<file path="config.mk">
export PLATFORM = sky130hd
export DESIGN_NAME = rx_quadro
export DESIGN_NICKNAME = d
export VERILOG_FILES = /design/src/rtl/rx_quadro.sv
export SDC_FILE = /design/constraint.sdc
export NUM_CORES = 1
export LEC_CHECK = 0
export ABC_AREA = 1
export ABC_CLOCK_PERIOD_IN_PS = 4100
export CAP_MARGIN = 20
export CORE_UTILIZATION = 57
export DETAILED_ROUTE_END_ITERATION = 8
export HOLD_SLACK_MARGIN = 0.08
export PLACE_DENSITY = 0.83
export SLEW_MARGIN = 20
export SYNTH_ARGS = -nofsm -noshare
export SYNTH_HDL_FRONTEND = slang
export SYNTH_SLANG_ARGS = --single-unit
</file>
<file path="constraint.sdc">
create_clock -name clk -period 4.1 [get_ports clk]
set_input_delay 0.82 -clock clk [delete_from_list [all_inputs] [get_ports clk]]
set_output_delay 0.82 -clock clk [all_outputs]
set_load 0.02 [all_outputs]
</file>
<file path="src/rtl/rx_quadro.sv">
// Serial frame receiver: start, DATA_W data bits, INSTR_W instr bits (LSB first), stop; one bit per clk.
// Latency SYNC_STAGES+N+2 clk from start bit to valido/erro_quadro; no backpressure, line is consumed every cycle.
module rx_quadro #(
  parameter int SYNC_STAGES = 2,
  parameter int DATA_W      = 4,
  parameter int INSTR_W     = 4,
  parameter int ERR_CNT_W   = 8
) (
  input  logic                 clk,
  input  logic                 rst,
  input  logic                 info_entrada,
  output logic [DATA_W-1:0]    dado_rx,
  output logic [INSTR_W-1:0]   instrucao_rx,
  output logic                 valido,
  output logic                 erro_quadro,
  output logic                 ocupado,
  output logic [ERR_CNT_W-1:0] erros_total
);

  localparam int N     = DATA_W + INSTR_W;
  localparam int CNT_W = $clog2(N + 1);
  localparam logic [CNT_W-1:0] ULTIMO = CNT_W'(N - 1);

  localparam logic [1:0] OCIOSO        = 2'd0;
  localparam logic [1:0] RECEBE        = 2'd1;
  localparam logic [1:0] PARADA        = 2'd2;
  localparam logic [1:0] AGUARDA_LINHA = 2'd3;

  logic s;

  // Synchroniser resets to the idle-high level so reset never looks like a start bit.
  generate
    if (SYNC_STAGES > 0) begin : g_sync
      logic [SYNC_STAGES-1:0] sync_q;
      always_ff @(posedge clk or negedge rst) begin
        if (!rst) begin
          sync_q <= '1;
        end else begin
          sync_q[0] <= info_entrada;
          for (int i = 1; i < SYNC_STAGES; i++) begin
            sync_q[i] <= sync_q[i-1];
          end
        end
      end
      assign s = sync_q[SYNC_STAGES-1];
    end else begin : g_direto
      assign s = info_entrada;
    end
  endgenerate

  logic [1:0]           state_q, state_d;
  logic [CNT_W-1:0]     cnt_q, cnt_d;
  logic [N-1:0]         shift_q, shift_d;
  logic [DATA_W-1:0]    dado_q, dado_d;
  logic [INSTR_W-1:0]   instr_q, instr_d;
  logic                 valido_q, valido_d;
  logic                 erro_q, erro_d;
  logic [ERR_CNT_W-1:0] errs_q, errs_d;

  always_comb begin
    state_d  = state_q;
    cnt_d    = cnt_q;
    shift_d  = shift_q;
    dado_d   = dado_q;
    instr_d  = instr_q;
    valido_d = 1'b0;
    erro_d   = 1'b0;
    errs_d   = errs_q;
    case (state_q)
      OCIOSO: begin
        if (!s) begin
          state_d = RECEBE;
          cnt_d   = '0;
        end
      end
      RECEBE: begin
        // Shift in at the MSB so the first bit received ends up at bit 0.
        shift_d = {s, shift_q[N-1:1]};
        cnt_d   = cnt_q + 1'b1;
        if (cnt_q == ULTIMO) begin
          state_d = PARADA;
        end
      end
      PARADA: begin
        if (s) begin
          dado_d   = shift_q[DATA_W-1:0];
          instr_d  = shift_q[N-1:DATA_W];
          valido_d = 1'b1;
          state_d  = OCIOSO;
        end else begin
          erro_d  = 1'b1;
          if (!(&errs_q)) begin
            errs_d = errs_q + 1'b1;
          end
          state_d = AGUARDA_LINHA;
        end
      end
      AGUARDA_LINHA: begin
        if (s) begin
          state_d = OCIOSO;
        end
      end
      default: state_d = OCIOSO;
    endcase
  end

  always_ff @(posedge clk or negedge rst) begin
    if (!rst) begin
      state_q  <= OCIOSO;
      cnt_q    <= '0;
      shift_q  <= '0;
      dado_q   <= '0;
      instr_q  <= '0;
      valido_q <= 1'b0;
      erro_q   <= 1'b0;
      errs_q   <= '0;
    end else begin
      state_q  <= state_d;
      cnt_q    <= cnt_d;
      shift_q  <= shift_d;
      dado_q   <= dado_d;
      instr_q  <= instr_d;
      valido_q <= valido_d;
      erro_q   <= erro_d;
      errs_q   <= errs_d;
    end
  end

  assign dado_rx      = dado_q;
  assign instrucao_rx = instr_q;
  assign valido       = valido_q;
  assign erro_quadro  = erro_q;
  assign erros_total  = errs_q;
  assign ocupado      = (state_q == RECEBE) || (state_q == PARADA);

endmodule

</file>
==> reports/qor.yml, run 1 <==
crit_type: "reg -> out"
grt_use_total_pct: 24.3
grt_max_degree: 35
final_nets: 211
synth_top_area_cell: "dfrtp_1"
post_drt_wl_per_cell_um: 12.8
status: "finished clean"
synth_warnings: 0
multi_input_area_um2: 598
area_delta_synth_final_pct: 19.5
synth_top_area_share_pct: 51.0
worst_slew_pin_slew_ns: 0.658
powerDensity_nw_per_um2: 689
finalMaxSlewViolations: 0
antenna_left: 0
wl_um: 2990
grt_pass1_wl_um: 4820
cts.repair.resized: 0
utilization_pct: 73.8
synthDistinctLibCells: 25
period_share_pct: 63.6
diodes: 0
min_period_ns: 2.61
fmax_ghz: 0.383
die_h_um: 54.5
fin_ws_ns: 1.49
syn_inst: 176
rows: 18
coreArea_um2: 2540
grt_pass1_vias: 1121
hold_path.class: "reg -> reg"
synthFlopType: "dfrtp_1"
dp_hpwl_um: 2020
fin_total_pwr_mw: 1.29
routed-via-count: 1193
via_per_inst: 5.12
final_hold_viol_count: 0
cts_setup_buffers: 0
place.gp.congestion: 0.729
cts_hold_buf: 0
seq_area_um2: 853
cp-start-kind: "register"
io_buffers: 21
drc_errors: 0
clk_pin_slew_worst_paths_ns: 0.10
clock_latency_ns: 0.33
cap_violations: 0
numCtsBuffers: 5
leakagePower_nw: 0.921
drt-initial-drc-count: 16
syn_avg_cell_area_um2: 8.93
overflow: 0
place_ws_ns: 1.88
crit_arrival_ns: 1.79
syn_area_um2: 1570
htree_num_levels: 2
fin_cells: 233
worstPathMaxFanout: 4
antenna_found_initial: 0
die-area_um2: 2970
rsz0062_at_grt: "false"
syn_nets: 185
finalSetupViolCount: 0
drt_first_pass_iters: 4
final_area_um2: 1880
synth_edf_count: 0
cts-root-buf: "clkbuf_4"
drive_gt1_share_pct: 10.3
fillCellCount: 191
synth_area_leaders: "dfrtp_1 51%, nand2_1 13%, o21ai_0 5.7%, inv_1 5.0%, ha_1 4.8%"
synthTopCellsByCount: "56 x nand2_1, 32 x dfrtp_1, 21 x inv_1"
timing.hold.ws_ns: 0.363
clkSinkCount: 34
ys_ff_latch: 34
die_w_um: 54.5
cts_max_path_buffers: 2
max-vdd-ir-drop_mv: 0.677
yosysSeqAreaShare_pct: 54.3
yosysMostFrequentCell: "nand2_1"
dpl_cell_area_um2: 1800
place_inst: 225
crit_required_ns: 3.28
worstSetupEndpointType: "output pin"
finClkSkew_ns: 0.00815
start_util_pct: 61.8
synthArstFlopShare_pct: 100
ios: 22
relSlewSlack_pct: 56.1
cts_tree: "yes"
finalSetupTns_ns: 0
[power breakdown]
group	internal [mW]	switching, mW	leakage [nW]
logic	0.222	0.314	0.439
clock network	0.129	0.107	0.0395
registers	0.442	0.0810	0.443
[metal layers]
| metal | vias up | GRT usage, % | share of wire, % |
|---|---|---|---|
| met5 | - | 0 | 0 |
| li1 | 599 | - | - |
| met4 | 0 | 10.7 | 1.5 |
| met2 | 27 | 39.6 | 50 |
| met3 | 5 | 9.72 | 3.9 |
| met1 | 562 | 28.1 | 44 |
[final cells by class]
cell class	count	area share, %
Timing Repair Buffer	22	11.6
Multi-Input combinational cell	115	31.8
Clock inverter	1	1.60
Sequential cell	34	45.4
Tap cell	30	2.00
Clock buffer	7	2.40
Inverter	24	5.13
[kinds of logic (layout without fill, tap and decap cells)]
kind of cell | after synthesis | in the layout | synth area share (%)
fa+ha+maj | 6 | 6 | 4.78
compound gates | 26 | 26 | 8.76
flops | 34 | 34 | 54.3
buf+inv | 27 | 54 | 7.64
simple gates | 80 | 80 | 22.9
xor+xnor | 3 | 3 | 1.67
[cells in the final DEF (no fill, tap or decap)]
cell	n
a21oi_1	5
buf_4	1
bufinv_16	1
clkbuf_1	2
clkbuf_4	5
clkdlybuf4s50_1	21
clkinv_2	1
dfrtp_1	32
dfstp_2	2
ha_1	6
inv_1	21
inv_2	1
inv_6	1
nand2_1	56
nand2_2	2
nand2_4	1
nand2_8	1
nand3_1	7
nand3_2	1
nand4_1	2
nor2_1	8
nor2_4	1
o21ai_0	18
o21ai_1	1
o21ai_2	2
or2_2	1
xnor2_1	3
[worst max-delay path, cell delays in order, from the launching register on]
cell and delay, ns:
dfrtp_1 0.41, inv_1 0.11, ha_1 0.32, clkdlybuf4s50_1 0.61
[state kept, by name, indices dropped and copies added (netlist names)]
register       cells
cnt_q              4
valido             1
g_sync.sync_q      2
erros_total        8
state_q            2
dado_rx            4
shift_q            8
erro_quadro        1
instrucao_rx       4
[worst paths after layout]
kind,startpoint,slack (ns),endpoint,cells past startpoint
worst max-delay path,state_q[1]$_DFFE_PN0P_,1.49,ocupado,3
worst min-delay path,g_sync.sync_q[0]$_DFF_PN1_,0.36,g_sync.sync_q[1]$_DFF_PN1_,0
worst min register to register,g_sync.sync_q[0]$_DFF_PN1_,0.36,g_sync.sync_q[1]$_DFF_PN1_,0
worst max register to register,state_q[1]$_DFFE_PN0P_,2.18,state_q[0]$_DFFE_PN0P_,6
max in group asynchronous,rst,2.89,g_sync.sync_q[0]$_DFF_PN1_,2
min in group asynchronous,rst,0.89,instrucao_rx[0]$_DFFE_PN0P_,2
Power figures use the tool's default switching activity.
==> run 2: changes to the inputs <==
Settings changed: ABC_CLOCK_PERIOD_IN_PS 4100 to 2550, CORE_UTILIZATION 57 to 53, PLACE_DENSITY 0.83 to 0.78.
Clock period 4.1 ns to 2.55 ns, I/O delays scaled along.
==> run 2 against run 1 <==
Effect of this change: cell area fell by 0.73%; power rose by 53%; global-route usage shrank 4.2 points; first-iteration DRC count grew to 2.5 times the previous value; via count rose by 0.75%; hold slack improved by 0.0069 ns; critical endpoint unchanged; largest cell class unchanged.
==> reports/qor.yml, run 2 (same netlist as run 1, synthesis figures left out) <==
leakagePower_nw: 0.917
cpPeakStageDelay_ns: 0.59
clk_pin_slew_worst_paths_ns: 0.09
rsz0062_at_grt: "false"
max-vdd-ir-drop_mv: 0.844
finalSetupViolCount: 0
die_w_um: 56.5
final_cell_mix: "56 x nand2_1, 32 x dfrtp_1, 21 x inv_1, 21 x clkdlybuf4s50_1, 18 x o21ai_0"
htree_num_levels: 2
status: "finished clean"
die-area_um2: 3190
cts_setup_buffers: 0
cts.repair.resized: 0
dp_hpwl_um: 1980
grt_max_degree: 35
wl_um: 2730
start_util_pct: 56.5
drt_first_pass_iters: 4
finalSetupTns_ns: 0
crit_arrival_ns: 1.71
worstPathCellList: "inv_1 > ha_1 > clkdlybuf4s50_1"
ios: 22
crit_type: "reg -> out"
finalMaxSlewViolations: 0
io_buffers: 21
fmax_ghz: 0.450
period_share_pct: 87.2
antenna_found_initial: 0
area_delta_synth_final_pct: 18.6
drive_gt1_share_pct: 10.8
r2r_slack_ns: 0.70
cts_max_path_buffers: 2
cp-start-kind: "register"
place.gp.congestion: 0.811
rows: 19
grt_pass1_vias: 1157
drc_errors: 0
numCtsBuffers: 5
worstPathMaxFanout: 5
worstSetupEndpointType: "output pin"
slowest_stage: "clkdlybuf4s50_1"
clock_latency_ns: 0.33
grt_pass1_wl_um: 4840
powerDensity_nw_per_um2: 1070
min_from: "g_sync.sync_q[0]$_DFF_PN1_"
fin_cells: 234
final_hold_viol_count: 0
coreArea_um2: 2780
relSlewSlack_pct: 58.8
final_common_cell: "nand2_1"
cts_hold_buf: 0
grt_use_total_pct: 20.1
worst_slew_pin_slew_ns: 0.618
utilization_pct: 67.0
final_nets: 211
overflow: 0
drt-initial-drc-count: 40
routed-via-count: 1202
reg2reg_to: "state_q[0]$_DFFE_PN0P_"
antenna_left: 0
cts-root-buf: "clkbuf_4"
post_drt_wl_per_cell_um: 11.6
min_path_cells: 0
die_h_um: 56.5
clkSinkCount: 34
via_per_inst: 5.14
place_inst: 226
whs_endpoint: "g_sync.sync_q[1]$_DFF_PN1_"
cap_violations: 0
rr_worst_depth: 6
cts_tree: "yes"
min_period_ns: 2.22
crit_required_ns: 2.04
diodes: 0
finClkSkew_ns: 0.00929
hold_path.class: "reg -> reg"
r2r_start: "state_q[1]$_DFFE_PN0P_"
==> run 2: cell types whose count changed in the layout (fill, tap and decap cells not counted) <==
cell,delta
clkbuf_1,-1
clkinv_2,+1
clkbuf_8,+1
bufinv_16,-1
==> run 2: how the worst max path moves through the flow <==
| stage | start | endpoint | depth (start not counted) |
|---|---|---|---|
| floorplan | state_q[0]$_DFFE_PN0P_ | cnt_q[3]$_DFFE_PN0P_ | 7 |
| global placement | state_q[0]$_DFFE_PN0P_ | ocupado | 3 |
| detailed placement | state_q[0]$_DFFE_PN0P_ | ocupado | 3 |
| CTS | state_q[0]$_DFFE_PN0P_ | ocupado | 3 |
| global route | state_q[1]$_DFFE_PN0P_ | ocupado | 3 |
| finish | state_q[0]$_DFFE_PN0P_ | ocupado | 3 |
==> run 2: layer usage <==
layer	GRT usage, %	share of wire, %
met1	23.4	44
met2	33.6	50
met3	5.99	3.9
met4	10.1	1.5
met5	0	0
==> run 2: power breakdown <==
group | internal [mW] | switching, mW | leakage (nW)
combinational | 0.353 | 0.486 | 0.439
clock | 0.134 | 0.175 | 0.0353
sequential | 0.710 | 0.127 | 0.443
total | 1.20 | 0.788 | 0.917
==> run 2: critical path, delay by kind of cell, from the launching register on <==
family	cells	cell delay, ns
fa+ha+maj	1	0.28
buf+inv	2	0.68
flops	1	0.43
==> run 2: cell type report <==
type	instances	area (µm²)
Clock buffer	7	55.1
Clock inverter	1	5.00
Fill cell	257	917
Inverter	24	96.3
Multi-Input combinational cell	115	598
Sequential cell	34	853
Tap cell	31	38.8
Timing Repair Buffer	22	218
==> run 2: metrics by stage <==
step	hold WS [ns]	worst slack [ns]	area, µm²	power, mW
final	0.369	0.326	1860	1.99
after global routing	0.371	0.219	1860	2.14
after CTS	0.368	0.317	1860	2.00
after detailed placement	0.355	0.687	1800	1.68
after global placement	0.347	0.727	1800	1.64
after floorplan	0.214	1.22	1570	1.39
==> run 3: changes to the inputs <==
Settings changed: ABC_CLOCK_PERIOD_IN_PS 2550 to 1900, CORE_UTILIZATION 53 to 48, PLACE_DENSITY 0.78 to 0.74.
Clock period 2.55 ns to 1.9 ns, I/O delays scaled along.
==> run 3 against run 2 <==
Effect of this change: sequential cell count is the same; critical path depth unchanged; global-route usage fell by 1.7 points; die area increased by 10%; first-iteration DRC count rose by 10%; routed wire length fell by 3.4%; register-to-register slack worse by 0.29 ns; non-clock buffer count grew 2; hold slack worse by 0.0085 ns.
==> reports/qor.yml, run 3 (same netlist as run 1, synthesis figures left out) <==
place.gp.congestion: 0.728
grt_pass1_vias: 1072
dp_hpwl_um: 1870
diodes: 0
post_drt_wl_per_cell_um: 10.6
max-vdd-ir-drop_mv: 0.749
cts-root-buf: "clkbuf_4"
drc_errors: 0
final_common_cell: "nand2_1"
final_nets: 213
finalSetupTns_ns: 0
worstSetupEndpointType: "output pin"
grt_pass1_wl_um: 4680
via_per_inst: 4.71
worstPathMaxFanout: 4
cp-start-kind: "register"
hold_path.class: "reg -> reg"
finalSetupViolCount: 0
crit_arrival_ns: 1.43
drt_first_pass_iters: 4
htree_num_levels: 2
clk_pin_slew_worst_paths_ns: 0.09
antenna_found_initial: 0
ios: 22
cap_violations: 0
crit_required_ns: 1.52
grt_max_degree: 35
period_share_pct: 95.2
clkSinkCount: 34
io_buffers: 21
overflow: 0
numCtsBuffers: 5
cts_hold_buf: 0
rows: 20
final_cell_mix: "56 x nand2_1, 32 x dfrtp_1, 21 x inv_1"
fillCellCount: 282
drive_gt1_share_pct: 11.8
finalMaxSlewViolations: 0
min_period_ns: 1.81
utilization_pct: 61.2
drt-initial-drc-count: 44
antenna_left: 0
start_util_pct: 51.1
fmax_ghz: 0.553
routed-via-count: 1169
relSlewSlack_pct: 70.5
worst_slew_pin_slew_ns: 0.442
area_delta_synth_final_pct: 19.9
status: "finished clean"
wl_um: 2630
cts_tree: "yes"
cts_max_path_buffers: 2
crit_type: "reg -> out"
die_w_um: 59.2
powerDensity_nw_per_um2: 1380
die_h_um: 59.2
grt_use_total_pct: 18.4
coreArea_um2: 3080
leakagePower_nw: 0.940
final_hold_viol_count: 0
finClkSkew_ns: 0.00820
die-area_um2: 3510
clock_latency_ns: 0.33
-- run 3: layout make-up --
cell class	count	area (µm²)	share of cell area, %
flip-flops and latches	34	853	45.3
well taps	44	55.1	2.92
multi-input cells	115	598	31.7
repair buffers	24	234	12.4
inverters	24	96.3	5.11
clock buffers	5	37.5	1.99
clock inverters	2	10.0	0.531
-- run 3: worst paths after layout --
| check | slack [ns] | to | from | depth (start not counted) |
|---|---|---|---|---|
| min | 0.36 | g_sync.sync_q[1]$_DFF_PN1_ | g_sync.sync_q[0]$_DFF_PN1_ | 0 |
| min reg2reg | 0.36 | g_sync.sync_q[1]$_DFF_PN1_ | g_sync.sync_q[0]$_DFF_PN1_ | 0 |
| max in group asynchronous | 1.10 | g_sync.sync_q[0]$_DFF_PN1_ | rst | 2 |
| max reg2reg | 0.41 | state_q[0]$_DFFE_PN0P_ | state_q[1]$_DFFE_PN0P_ | 7 |
| min in group asynchronous | 0.45 | erros_total[3]$_DFFE_PN0P_ | rst | 2 |
| max | 0.09 | ocupado | state_q[1]$_DFFE_PN0P_ | 3 |
-- run 3: repair_timing --
item | 4_1_cts | 5_1_grt
setup buffers | 0 | 1
resized for setup | 1 | 1
endpoints found under the hold margin | 0 | 0
endpoints found under the setup margin | 1 | 2
-- run 3: metal layers --
metal  up-vias  global-route usage [%]  routed length, µm
li1        606                       -                  -
met1       534                    22.6               1210
met2        23                    29.7               1260
met3         6                    6.33                110
met4         0                    7.14                 45
met5         -                       0                  0
-- run 3: worst max-delay path: stages, from the launching register on --
cell and delay [ns]:
dfrtp_1 0.43, inv_1 0.13, ha_1 0.24, dlygate4sd2_1 0.32
-- run 3: per-stage QoR --
step | setup WS (ns) | cells | total power [mW] | area [µm²] | hold slack (ns)
finish | 0.0905 | 248 | 2.61 | 1880 | 0.361
global route | -0.00209 | 248 | 2.84 | 1880 | 0.370
CTS | 0.0185 | 247 | 2.63 | 1870 | 0.362
detailed placement | 0.170 | 240 | 2.27 | 1830 | 0.348
global placement | 0.211 | 240 | 2.22 | 1830 | 0.348
floorplan | 0.571 | 176 | 1.87 | 1570 | 0.0844
-- run 3: report_power, final --
group | switching, mW | internal [mW]
Clock | 0.227 | 0.133
Combinational | 0.652 | 0.481
Sequential | 0.163 | 0.953
Total | 1.04 | 1.57
==> RTL edit 1 (config.mk and constraints of run 1) <==
Add an input register stage for `info_entrada`; this delays it by one clock.
--- a/src/rtl/rx_quadro.sv
+++ b/src/rtl/rx_quadro.sv
@@ -28,2 +28,8 @@
 
+  logic info_entrada_q;
+
+  always_ff @(posedge clk) begin
+    info_entrada_q <= info_entrada;
+  end
+
   logic s;
@@ -38,3 +44,3 @@
         end else begin
-          sync_q[0] <= info_entrada;
+          sync_q[0] <= info_entrada_q;
           for (int i = 1; i < SYNC_STAGES; i++) begin
@@ -46,3 +52,3 @@
     end else begin : g_direto
-      assign s = info_entrada;
+      assign s = info_entrada_q;
     end
Function: changed (a bounded check fails within 4 cycles, from zero or initial values and one cycle with rst low).
==> RTL edit 1 against run 1 <==
Synthesized area up 1.3%. Sequential cell count grew 1. Clock skew hardly changed. Routed wire length down 7.8%. Combinational power is 2% lower. Setup slack gained 0.049 ns. Design area grew 0.93%. Total power is 1.6% lower. Synthesized cell count grew 0.57%. Largest cell class unchanged.
==> RTL edit 1: results (changes against run 1) <==
metric,value,unit,change
fin_skew,0.00810,ns,-0.0000508 ns
irDropWorstVdd,0.000663,V,-2.1%
ys_types,26,,+4.0%
p_comb,523,uW,-2%
regToRegSetupSlack,2.25,ns,+0.07 ns
wl_met3,128,microns,+10%
dp.final_hpwl,1920,microns,-5.1%
antenna_found_initial,0,,unchanged
status,"finished, final reports clean",,
wl_met1,1290,microns,-2.4%
power_density,672,nW/um^2,-2.5%
routabilityCongestion,0.761,,+4.3%
use_met2,32.7,%,-6.9 points
wl_met2,1290,microns,-14%
wl_per_cell,11.8,microns,-8.2%
drive_gt1_share,11.3,%,+0.93 points
synthAdderAreaFrac,4.72,%,-0.060 points
grt_max_degree,35,,unchanged
track_usage,21.9,%,-2.4 points
grt_util_met3,8.61,%,-1.1 points
cellLeakagePower,0.928,nW,+0.70%
async_flop_share,97.1,%,-2.9 points
grt_pass1_wl,4420,microns,-8.3%
fin_nets,212,,+0.47%
ys_top_cells_by_area,"dfrtp_1, nand2_1, o21ai_0",,
worst_hold_path.endpoint,g_sync.sync_q[0],,
drt_iter0_drc,24,,+8
crit_fanout,5,,+1
internal_power,773,uW,-2.6%
min_period_over_period,62.4,%,-1.2 points
r2r_end,state_q[0],,
pg_clk,219,uW,-7%
dpl.cell_count,226,,+0.44%
grt_pass1_vias,1024,,-8.7%
route.vias.total,1177,,-1.3%
cp.arrival,1.74,ns,-0.05 ns
synthXorXnorAreaFrac,1.65,%,-0.021 points
crit_path_max_incr_delay,0.59,ns,-0.02 ns
grtUsageMet1,28.2,%,+0.084 points
synthesis.nets,186,,+0.54%
hp-start,info_entrada_q,,
yosysSeqAreaShare,54.9,%,+0.57 points
viasPerCell,5.03,,-1.8%
startpoint,state_q[0],,
place_area,1820,sq um,+1.1%
synth_compound_area_share,8.65,%,-0.11 points
fin_hold_ws,0.305,ns,-0.0571 ns
syn_avg_cell_area,8.99,sq um,+0.70%
slew_headroom,55.5,%,-0.57 points
[RTL edit 1: cell types whose count changed in the layout (fill, tap and decap cells not counted)]
| cell | run 1 | this run |
|---|---|---|
| bufinv_16 | 1 | 0 |
| clkbuf_1 | 2 | 0 |
| dfxtp_1 | 0 | 1 |
| clkbuf_8 | 0 | 2 |
| clkinvlp_4 | 0 | 1 |
[RTL edit 1: critical path: cells and delay by family (launching register included)]
family                     cells  cell delay (ns)
buffers and inverters          2             0.68
adders and majority gates      1             0.28
DFF                            1             0.43
[RTL edit 1: cell type report]
| cell class | instances | area [sq um] | share of cell area, % |
|---|---|---|---|
| sequential | 35 | 873 | 46.1 |
| multi-input combinational | 115 | 598 | 31.6 |
| timing repair buffer | 22 | 218 | 11.5 |
| inverter | 24 | 96.3 | 5.08 |
| clock buffer | 7 | 65.1 | 3.43 |
| tap | 30 | 37.5 | 1.98 |
| clock inverter | 1 | 7.51 | 0.396 |
==> RTL edit 2 (settings of run 1) <==
Made on the original files. Change the parameter `ERR_CNT_W` from 8 to 7.
--- a/src/rtl/rx_quadro.sv
+++ b/src/rtl/rx_quadro.sv
@@ -6,3 +6,3 @@
   parameter int INSTR_W     = 4,
-  parameter int ERR_CNT_W   = 8
+  parameter int ERR_CNT_W   = 7
 ) (
Ports: changed (resized erros_total); port bits go from 22 to 21. No check against the original RTL was run, so the function may have changed too.
==> RTL edit 2 against run 1 <==
Utilization rose by 1.4 points. Count of clock-buffer cells in the layout fell by 2. Synthesized area fell by 8.0%. Design area fell by 8.0%. Synthesized cell count fell by 8.5%. Routed wire length fell by 17%. Fmax rose by 1.5%. Setup slack improved by 0.038 ns. Via count fell by 8.5%. Sequential cell count fell by 1. Total power fell by 8.5%.
==> RTL edit 2: results (changes against run 1) <==
metric,value,unit,change
status,"finished, final reports clean",,
setup_viol,0,,unchanged
irDropWorstVdd,0.000534,V,-21%
synth_cells,161,,-8.5%
n_clock_buffer,5,,-2
clk_latency,0.33,ns,about the same
cts-resized-gates,0,,unchanged
clock_area_share,3.19,%,-0.81 points
grt_pass1_wl,4170,microns,-13%
routabilityCongestion,0.750,,+2.9%
whs_path_depth,0,,unchanged
multiInputGateArea,512,sq um,-14%
place_area,1670,sq um,-7.2%
remaining_drc_errors,0,,unchanged
p_seq,501,uW,-4.2%
async_flop_share,100,%,unchanged
grt_pass1_vias,1017,,-9.3%
buffers,21,,-4.5%
yosys-top-cells-count,"nand2_1, dfrtp_1, inv_1, o21ai_0, nand3_1",,
final_util,75.2,%,+1.4 points
clockBufferDepth,2,,unchanged
cp_top_family,buffers and inverters,,
htreeDepth,2,,unchanged
ys_top_cells_by_area,"dfrtp_1, nand2_1, o21ai_0",,
power_density,685,nW/um^2,-0.57%
cp.arrival,1.75,ns,-0.04 ns
pre_cts_ws,1.90,ns,+0.0149 ns
r2r_start,state_q[1],,
crit_fanout,5,,+1
slew_headroom,56.1,%,about the same
viasPerCell,5.08,,-0.80%
grt_max_degree,34,,-2.9%
cellLeakagePower,0.845,nW,-8.3%
ys_types,18,,-28%
synthesis.nets,170,,-8.1%
dpl.cell_count,207,,-8.0%
track_usage,21.7,%,-2.6 points
sh_seq_area,47.9,%,+2.5 points
drive_gt1_share,9.63,%,-0.72 points
internal_power,705,uW,-11%
synth_area,1450,sq um,-8.0%
ff2ff_path_depth,5,,-1
n_antenna_cell,0,,unchanged
final_cells,215,,-7.7%
cts_root_buf,clkbuf_4,,
portBuffers,20,,-4.8%
yosysSeqAreaShare,57.3,%,+3.0 points
nMultiInputCombCells,101,,-12%
wirelength,2470,microns,-17%
nFillCells,181,,-5.2%
buffer_area_share,12.0,%,+0.43 points
drt_iter0_drc,25,,+9
fin_nets,195,,-7.6%
seq_cell_count,33,,-2.9%
dp.final_hpwl,1720,microns,-15%
startpoint,state_q[0],,
pg_clk,173,uW,-27%
inv_count,24,,unchanged
fin_skew,0.00909,ns,+0.000934 ns
-- RTL edit 2: worst paths after layout --
kind,endpoint,slack (ns)
max in group asynchronous,g_sync.sync_q[0],2.90
hold / removal,g_sync.sync_q[1],0.36
setup / recovery,ocupado,1.53
min in group asynchronous,shift_q[6],0.88
hold reg to reg,g_sync.sync_q[1],0.36
setup reg to reg,state_q[1],2.24
-- RTL edit 2: cell families (layout without fill, tap and decap cells) --
logic type / count (synthesis) / in the layout / synth area share (%)
buffers and inverters: 27 / 53 / 7.27
and+or+nand+nor: 66 / 66 / 19.5
DFF: 33 / 33 / 57.3
AOI/OAI and AO/OA: 27 / 27 / 9.52
xor gates and xnor gates: 2 / 2 / 1.21
adders and majority gates: 6 / 6 / 5.19
-- RTL edit 2: metal layers --
layer  global-route usage [%]  vias to the layer above  wire (microns)
met5                        0                        -               0
met4                     10.5                        0              35
met3                     6.09                        4             136
met2                     35.7                       46            1160
met1                     26.1                      490            1130
li1                         -                      552               -
